--- config.mk ---
export PLATFORM = sky130hd
export DESIGN_NAME = l2k_exec_stage
export DESIGN_NICKNAME = d
export VERILOG_FILES = /design/src/rtl/l2k_exec_stage.sv
export SDC_FILE = /design/constraint.sdc
export NUM_CORES = 1
export LEC_CHECK = 0
export ABC_CLOCK_PERIOD_IN_PS = 3350
export CAP_MARGIN = 20
export CORE_MARGIN = 3
export CORE_UTILIZATION = 41
export DETAILED_ROUTE_END_ITERATION = 7
export PLACE_DENSITY = 0.77
export SETUP_SLACK_MARGIN = 0.02
export SYNTH_ARGS = -nofsm -noshare
export SYNTH_HDL_FRONTEND = slang
export SYNTH_SLANG_ARGS = --single-unit
--- constraint.sdc ---
create_clock -name clk -period 3.35 [get_ports clk]
set_input_delay 0.67 -clock clk [delete_from_list [all_inputs] [get_ports clk]]
set_output_delay 0.67 -clock clk [all_outputs]
set_load 0.02 [all_outputs]
--- src/rtl/l2k_exec_stage.sv ---
// Limn2600 execute stage: operand select/forwarding into an external ALU and a
// 2-entry result FIFO feeding writeback.
module l2k_exec_stage #(
  parameter int XLEN  = 32,
  parameter int RIDXW = 5
) (
  input  logic             clk,
  input  logic             rst_n,
  input  logic             flush,
  input  logic             in_valid,
  output logic             in_ready,
  input  logic [2:0]       in_op,
  input  logic [RIDXW-1:0] in_rs1,
  input  logic [RIDXW-1:0] in_rs2,
  input  logic [XLEN-1:0]  in_a,
  input  logic [XLEN-1:0]  in_b,
  input  logic             in_use_imm,
  input  logic [XLEN-1:0]  in_imm,
  input  logic [RIDXW-1:0] in_rd,
  output logic [2:0]       alu_op,
  output logic [XLEN-1:0]  alu_a,
  output logic [XLEN-1:0]  alu_b,
  input  logic [XLEN-1:0]  alu_c,
  output logic             out_valid,
  input  logic             out_ready,
  output logic [RIDXW-1:0] out_rd,
  output logic [XLEN-1:0]  out_result
);

  logic [1:0]       count;
  logic             wr_ptr;
  logic             rd_ptr;
  logic [RIDXW-1:0] rd_q  [2];
  logic [XLEN-1:0]  res_q [2];
  logic             accept;
  logic             pop;
  logic             young;
  logic [XLEN-1:0]  result;

  assign out_valid = (count != 2'd0);
  assign pop       = out_valid & out_ready;
  assign in_ready  = !flush & ((count < 2'd2) | out_ready);
  assign accept    = in_valid & in_ready;
  assign young     = ~wr_ptr;

  assign out_rd     = out_valid ? rd_q[rd_ptr]  : '0;
  assign out_result = out_valid ? res_q[rd_ptr] : '0;

  // Youngest match wins; with one entry the young slot is also the head.
  // A popping head is still a valid source since its regfile write lands this edge.
  function automatic logic [XLEN-1:0] fwd(input logic [RIDXW-1:0] rs,
                                          input logic [XLEN-1:0]  rf);
    logic [XLEN-1:0] v;
    v = rf;
    if (rs != '0) begin
      if (count != 2'd0 && rd_q[young] == rs)
        v = res_q[young];
      else if (count == 2'd2 && rd_q[rd_ptr] == rs)
        v = res_q[rd_ptr];
    end
    return v;
  endfunction

  always_comb begin
    alu_op = in_op;
    alu_a  = fwd(in_rs1, in_a);
    alu_b  = in_use_imm ? in_imm : fwd(in_rs2, in_b);
  end

  assign result = (in_op == 3'b000) ? '0 : alu_c;

  always_ff @(posedge clk or negedge rst_n) begin
    if (!rst_n) begin
      count  <= 2'd0;
      wr_ptr <= 1'b0;
      rd_ptr <= 1'b0;
      for (int i = 0; i < 2; i++) begin
        rd_q[i]  <= '0;
        res_q[i] <= '0;
      end
    end else if (flush) begin
      count  <= 2'd0;
      wr_ptr <= 1'b0;
      rd_ptr <= 1'b0;
    end else begin
      if (accept) begin
        rd_q[wr_ptr]  <= in_rd;
        res_q[wr_ptr] <= result;
        wr_ptr        <= ~wr_ptr;
      end
      if (pop)
        rd_ptr <= ~rd_ptr;
      case ({accept, pop})
        2'b10:   count <= count + 2'd1;
        2'b01:   count <= count - 2'd1;
        default: count <= count;
      endcase
    end
  end

endmodule

# ---- After elaboration in Yosys (flattened, before gate mapping)
# Index checks and enable logic that the tools add are counted.
dict set report word_totals {
  reg_bits 78
  latchBits 0
  ram_bits 0
  rom_bits 0
  out_inout_bits 106
  memories 0
}
dict set report classes {
  n_addsub 2
  mul 0
  n_div 0
  order_cmp 5
  eq_ne 7
  shift 0
  n_mux 34
  bitwise 10
  reduce_logical 14
}
# cell count
set op_table {}
lappend op_table {{32-bit two-way mux} 16}
lappend op_table {{64-bit bitwise mux} 1}
lappend op_table {{5-bit two-way mux} 8}
lappend op_table {{32-bit demux with 1-bit select} 1}
lappend op_table {{5-bit equality test} 4}
lappend op_table {{10-bit bitwise mux} 1}
lappend op_table {{5-bit nonzero test} 2}
lappend op_table {{2-bit greater-or-equal comparator, second input constant} 3}
lappend op_table {{1-bit NOT with 2-bit output} 3}
lappend op_table {{2-bit nonzero test} 3}
lappend op_table {{5-bit demux with 1-bit select} 1}
lappend op_table {{1-bit logical AND} 5}
lappend op_table {{2-bit equality test, second input constant} 2}
lappend op_table {{1-bit two-way mux} 4}
lappend op_table {{2-bit one-hot mux with 2 select lines} 1}
lappend op_table {{1-bit AND} 3}
lappend op_table {{3-bit logical NOT} 1}
lappend op_table {{1-bit NOT} 3}
lappend op_table {{3-bit nonzero test} 1}
lappend op_table {{2-bit by 1-bit adder with 2-bit output, second input constant} 1}
lappend op_table {{2-bit by 1-bit equality test with 1-bit output, second input constant} 1}
lappend op_table {{2-bit by 1-bit less-than comparator with 1-bit output, second input constant} 1}
lappend op_table {{2-bit less-than comparator, second input constant} 1}
lappend op_table {{2-bit two-way mux} 1}
lappend op_table {{other kinds (4)} 4}

# ---- Logic depth before layout (Yosys ltp)
# Gate-level depths: netlist of run 1.
dict set report logic_depth {
  word_depth 10
  ltp_mapped 10
}

# ---- Worst setup path before layout of run 1
# Ideal clock, no wire load.
dict set report synth_path {
  path_kind {register -> output}
  start {register rd_ptr}
  end {output alu_b[22]}
  arrival_time_ns 2.305
  t_required_ns 2.680
  slack_ns 0.375
  path_stages_with_launch 11
  path_buffers 4
  cell_sequence {dfrtp_1 -> buf_6 -> mux2i_1 -> xor2_1 -> and3_1 -> clkbuf_1 -> and2_1 -> buf_6 -> buf_6 -> a211o_1 -> a31oi_1}
}
dict set report synth_between {
  elab_chain_cells 10
  elab_cells_between_ends 13
  cone_classes {eq/ne (1); mux (10); bitwise (1); reduce/logical (1)}
}
# element line
set synth_rtl {}
lappend synth_rtl {{from (decl)} 32} ;# logic rd_ptr;
lappend synth_rtl {{from (signal assigned)} 92} ;# rd_ptr <= ~rd_ptr;
lappend synth_rtl {{1-bit NOT with 2-bit output (implied by the code) *} {58, 59}}
lappend synth_rtl {{5-bit two-way mux (implied by the code) (3 in a row)} 58} ;# else if (count == 2'd2 && rd_q[rd_ptr] == rs)
lappend synth_rtl {{5-bit equality test} 58}
lappend synth_rtl {{1-bit logical AND} 58}
lappend synth_rtl {{32-bit two-way mux *} 58}
lappend synth_rtl {{32-bit two-way mux *} 56} ;# if (count != 2'd0 && rd_q[young] == rs)
lappend synth_rtl {{32-bit two-way mux *} 55} ;# if (rs != '0) begin
lappend synth_rtl {{32-bit two-way mux *} 67} ;# alu_b = in_use_imm ? in_imm : fwd(in_rs2, in_b);
lappend synth_rtl {{to (decl)} 22} ;# output logic [XLEN-1:0] alu_b,
# Every way passes the cells marked *; elsewhere a longest branch is shown, timed or not. The select of a mux whose other input is x is not followed.

# ---- Worst setup path after layout of run 1
dict set report layout_path {
  start {register rd_ptr}
  end {output alu_a[12]}
}
dict set report layout_between {
  elab_chain_cells 9
  elab_cells_between_ends 12
  cone_classes {eq/ne (1); mux (9); bitwise (1); reduce/logical (1)}
}
# element line
set layout_rtl {}
lappend layout_rtl {{1-bit NOT with 2-bit output (implied by the code) *} {58, 59}}
lappend layout_rtl {{5-bit two-way mux (implied by the code) (3 in a row)} 58}
lappend layout_rtl {{5-bit equality test} 58}
lappend layout_rtl {{1-bit logical AND} 58}
lappend layout_rtl {{32-bit two-way mux *} 58}
lappend layout_rtl {{32-bit two-way mux *} 56}
lappend layout_rtl {{32-bit two-way mux *} 55}
lappend layout_rtl {{to (decl)} 21} ;# output logic [XLEN-1:0] alu_a,
# Marked as above.

==> key figures, run 1 <==
Critical path
  • FF-to-FF path depth: 5
  • Worst r2r dst: res_q[52]
  • Reg-to-Reg Start: wr_ptr
  • Critical Path Start: rd_ptr
  • WS Path Type: flop to output pin
  • Critical path required time: 2.68 ns
  • Startpoint Class: flop
  • Crit path to: alu_a[12]
  • Reg-to-reg slack, setup: 0.93 ns
  • Critical path peak fanout: 8
  • Arrival @ worst endpoint: 2.76 ns
  • Endpoint class of the critical path: output pin

Yosys
  • Mean post-synth cell area: 8.49 sq um
  • Synthesized flop and latch total: 78
  • Cell variety after synth: 40
  • Cell taking the most area after synthesis: dfrtp_1
  • Asr flop ratio synth: 100%
  • Mapped Nets: 876
  • Share of the synthesized area in the top cell type: 31.8%
  • Cells after synthesis: 724
  • Synth Warn #: 0
  • Cells taking the most area after synthesis: dfrtp_1 (32%), mux2i_1 (9.1%), nand2_1 (7.5%)
  • Seq/Total Area, Yosys: 31.8%
  • Syn Std Cell Area: 0.00614 sq mm
  • Main synth FF type: dfrtp_1
  • Number of flops mapped to enable cells by yosys: 0

Outcome
  • Failing checks: setup timing
  • Status: finished with violations

Power
  • VDD IR max: 0.000276 V
  • Design Power: 4.17 mW
  • PwrDens: 410 mW/mm^2
  • Static leakage: 4.28 nW

Clock tree
  • Clk sinks: 78
  • Cts bufs inserted: 9
  • H-tree depth: 3
  • Clock root cell: clkbuf_16
  • Clock-pin slew on the worst setup and hold paths: 0.06 ns
  • Clock Path Buffers: 2
  • Cts hold-fix bufs: 0
  • Worst skew pair latency: 0.34 ns
  • CTS tree: yes

Layout
  • Nets: 1146
  • Share of layout cells above drive strength 1: 27.7%
  • Area of the multi-input gates: 0.00438 sq mm
  • Register area: 0.00195 sq mm
  • Ant diodes: 0
  • Most common cell after layout, fill and taps aside: clkdlybuf4s50_1
  • Final-layout fill cell count: 1164
  • Post-layout util: 69.6%
  • Area Overhead vs Synth: 65.4%
  • Most frequent cells in the layout: clkdlybuf4s50_1 (184), nand2_1 (111), dfrtp_1 (76), o21ai_0 (65), buf_4 (65)

Placed design
  • Placer Congestion: 0.875
  • PortBufs: 257
  • Detailed Place HPWL: 17.2 mm

Floorplan
  • Die area: 0.0165 sq mm
  • Row count: 44
  • Die height: 128 um
  • Starting Density: 42.1%
  • Die width: 128 um
  • IO Pins: 258
  • Core Area: 0.0146 sq mm

Timing
  • Setup TNS: -0.933 ns
  • Final Hold Viols: 0
  • RSZ-0062 raised after global routing: yes
  • Max Clk Rate: 292 MHz
  • Skew final: 0.00827 ns
  • Fin crit share: 102%
  • Worst Max-Slew Pin Slew: 0.810 ns
  • Tmin final: 3.43 ns
  • Setup ws final: -0.0784 ns
  • Final Setup Violations: 22
  • Fin Hold WS: 0.142 ns
  • Max-slew headroom: 46.0%
  • Pins Over Slew Limit: 0

Route
  • Pre-antenna DRT Iters: 6
  • DRT antenna net count: 0
  • DR WL met2: 12.8 mm
  • Met1 Routed Length: 10.6 mm
  • Post-DR wirelength/cell: 22.2 um
  • Highest metal layer with signal wires: met5
  • Initial detailed-routing violation count: 616
  • DRC viols: 0
  • Routed vias: 6973
  • Detail Route met3 WL: 1.88 mm
  • WL final: 26.2 mm
  • Via density: 5.91

Global routing
  • Largest net degree at the start of global routing: 79
  • Vias in the first global route: 6903
  • GRT overflow: 0
  • Global Route Usage Sum: 28.7%
  • First-pass GRT wire length: 37.3 mm
  • Antenna violations before repair: 1

Worst hold path
  • Worst Hold Class: input port to asynchronous set/reset pin

Flow run
  • Max cap viols: 0
synthesized netlist by cell type, types with 9 or more instances:
cell	n
a31oi_1	33
mux2i_1	56
o21ai_0	65
o2bb2ai_1	16
nand2_1	122
clkbuf_1	37
dfrtp_1	78
a2bb2oi_2	16
o22a_1	16
buf_6	9
o22ai_1	32
xnor2_1	9
buf_2	15
a21oi_1	34
a22oi_1	15
mux2_2	28
nor2_1	46
xor2_1	12
nand2b_1	17
a211o_1	32
state kept, by name, summed over array words and instances, names as in the netlist:
name	cells
res_q	64
rd_q	10
count	2
rd_ptr	1
wr_ptr	1
repair_timing:
item,CTS,global route
setup buffers,9,5
cloned,2,8
resized for setup,321,144
pin swaps,8,56
setup endpoints to repair,64,64
per-layer routing:
| layer | up-vias | global-route usage (%) |
|---|---|---|
| met4 | 2 | 11.6 |
| li1 | 3194 | - |
| met5 | - | 0 |
| met1 | 3369 | 36.4 |
| met3 | 75 | 5.56 |
| met2 | 333 | 48.0 |
worst min-delay path by stage:
stage,cells past startpoint,endpoint
2_1_floorplan,0,count[0]
3_3_place_gp,2,res_q[19]
3_5_place_dp,2,res_q[46]
4_1_cts,2,res_q[46]
5_1_grt,1,res_q[18]
6_report,1,res_q[18]
critical path: stages (launching register included):
cell and delay, ns:
dfrtp_2 0.46, buf_6 0.13, mux2i_4 0.22, buf_6 0.15
xor2_1 0.16, nand4_1 0.18, a211oi_4 0.34, buf_6 0.17
buf_12 0.13, a22oi_2 0.06, o22a_1 0.25, buf_6 0.15
cell families (layout without fill, tap and decap cells):
logic type / Yosys count / in the layout / share of synthesized area [%]
compound gates: 262 / 262 / 30.1
xor+xnor: 21 / 21 / 2.99
buf+inv: 76 / 348 / 6.42
flops: 78 / 78 / 31.8
mux: 85 / 85 / 14.5
simple gates: 202 / 202 / 14.2
report_power, final:
part	total [mW]	internal, mW	switching [mW]
clock	0.849	0.485	0.364
combinational	1.96	0.965	0.998
sequential	1.35	1.16	0.192
stage by stage:
step | worst slack (ns) | cell area [sq um] | instances
after global placement | -0.432 | 9100 | 1143
after floorplan | 0.375 | 6140 | 724
after global routing | -0.174 | 10200 | 1180
after CTS | 0.0206 | 9370 | 1167
final | -0.0784 | 10200 | 1180
after detailed placement | -0.449 | 9100 | 1143
layout make-up:
| type | count | area share, % |
|---|---|---|
| Clock buffer | 10 | 2.25 |
| Sequential cell | 78 | 19.2 |
| Timing Repair Buffer | 332 | 32.9 |
| Tap cell | 184 | 2.27 |
| Clock inverter | 3 | 0.148 |
| Inverter | 3 | 0.111 |
| Multi-Input combinational cell | 570 | 43.1 |
Note: power is estimated with default switching activity, not from simulation.
==> run 2: changes to the inputs <==
Settings changed: ABC_CLOCK_PERIOD_IN_PS 3350 to default.
==> results of run 2 <==
Same layout as run 1: the final DEF is identical, and so are final timing and power.
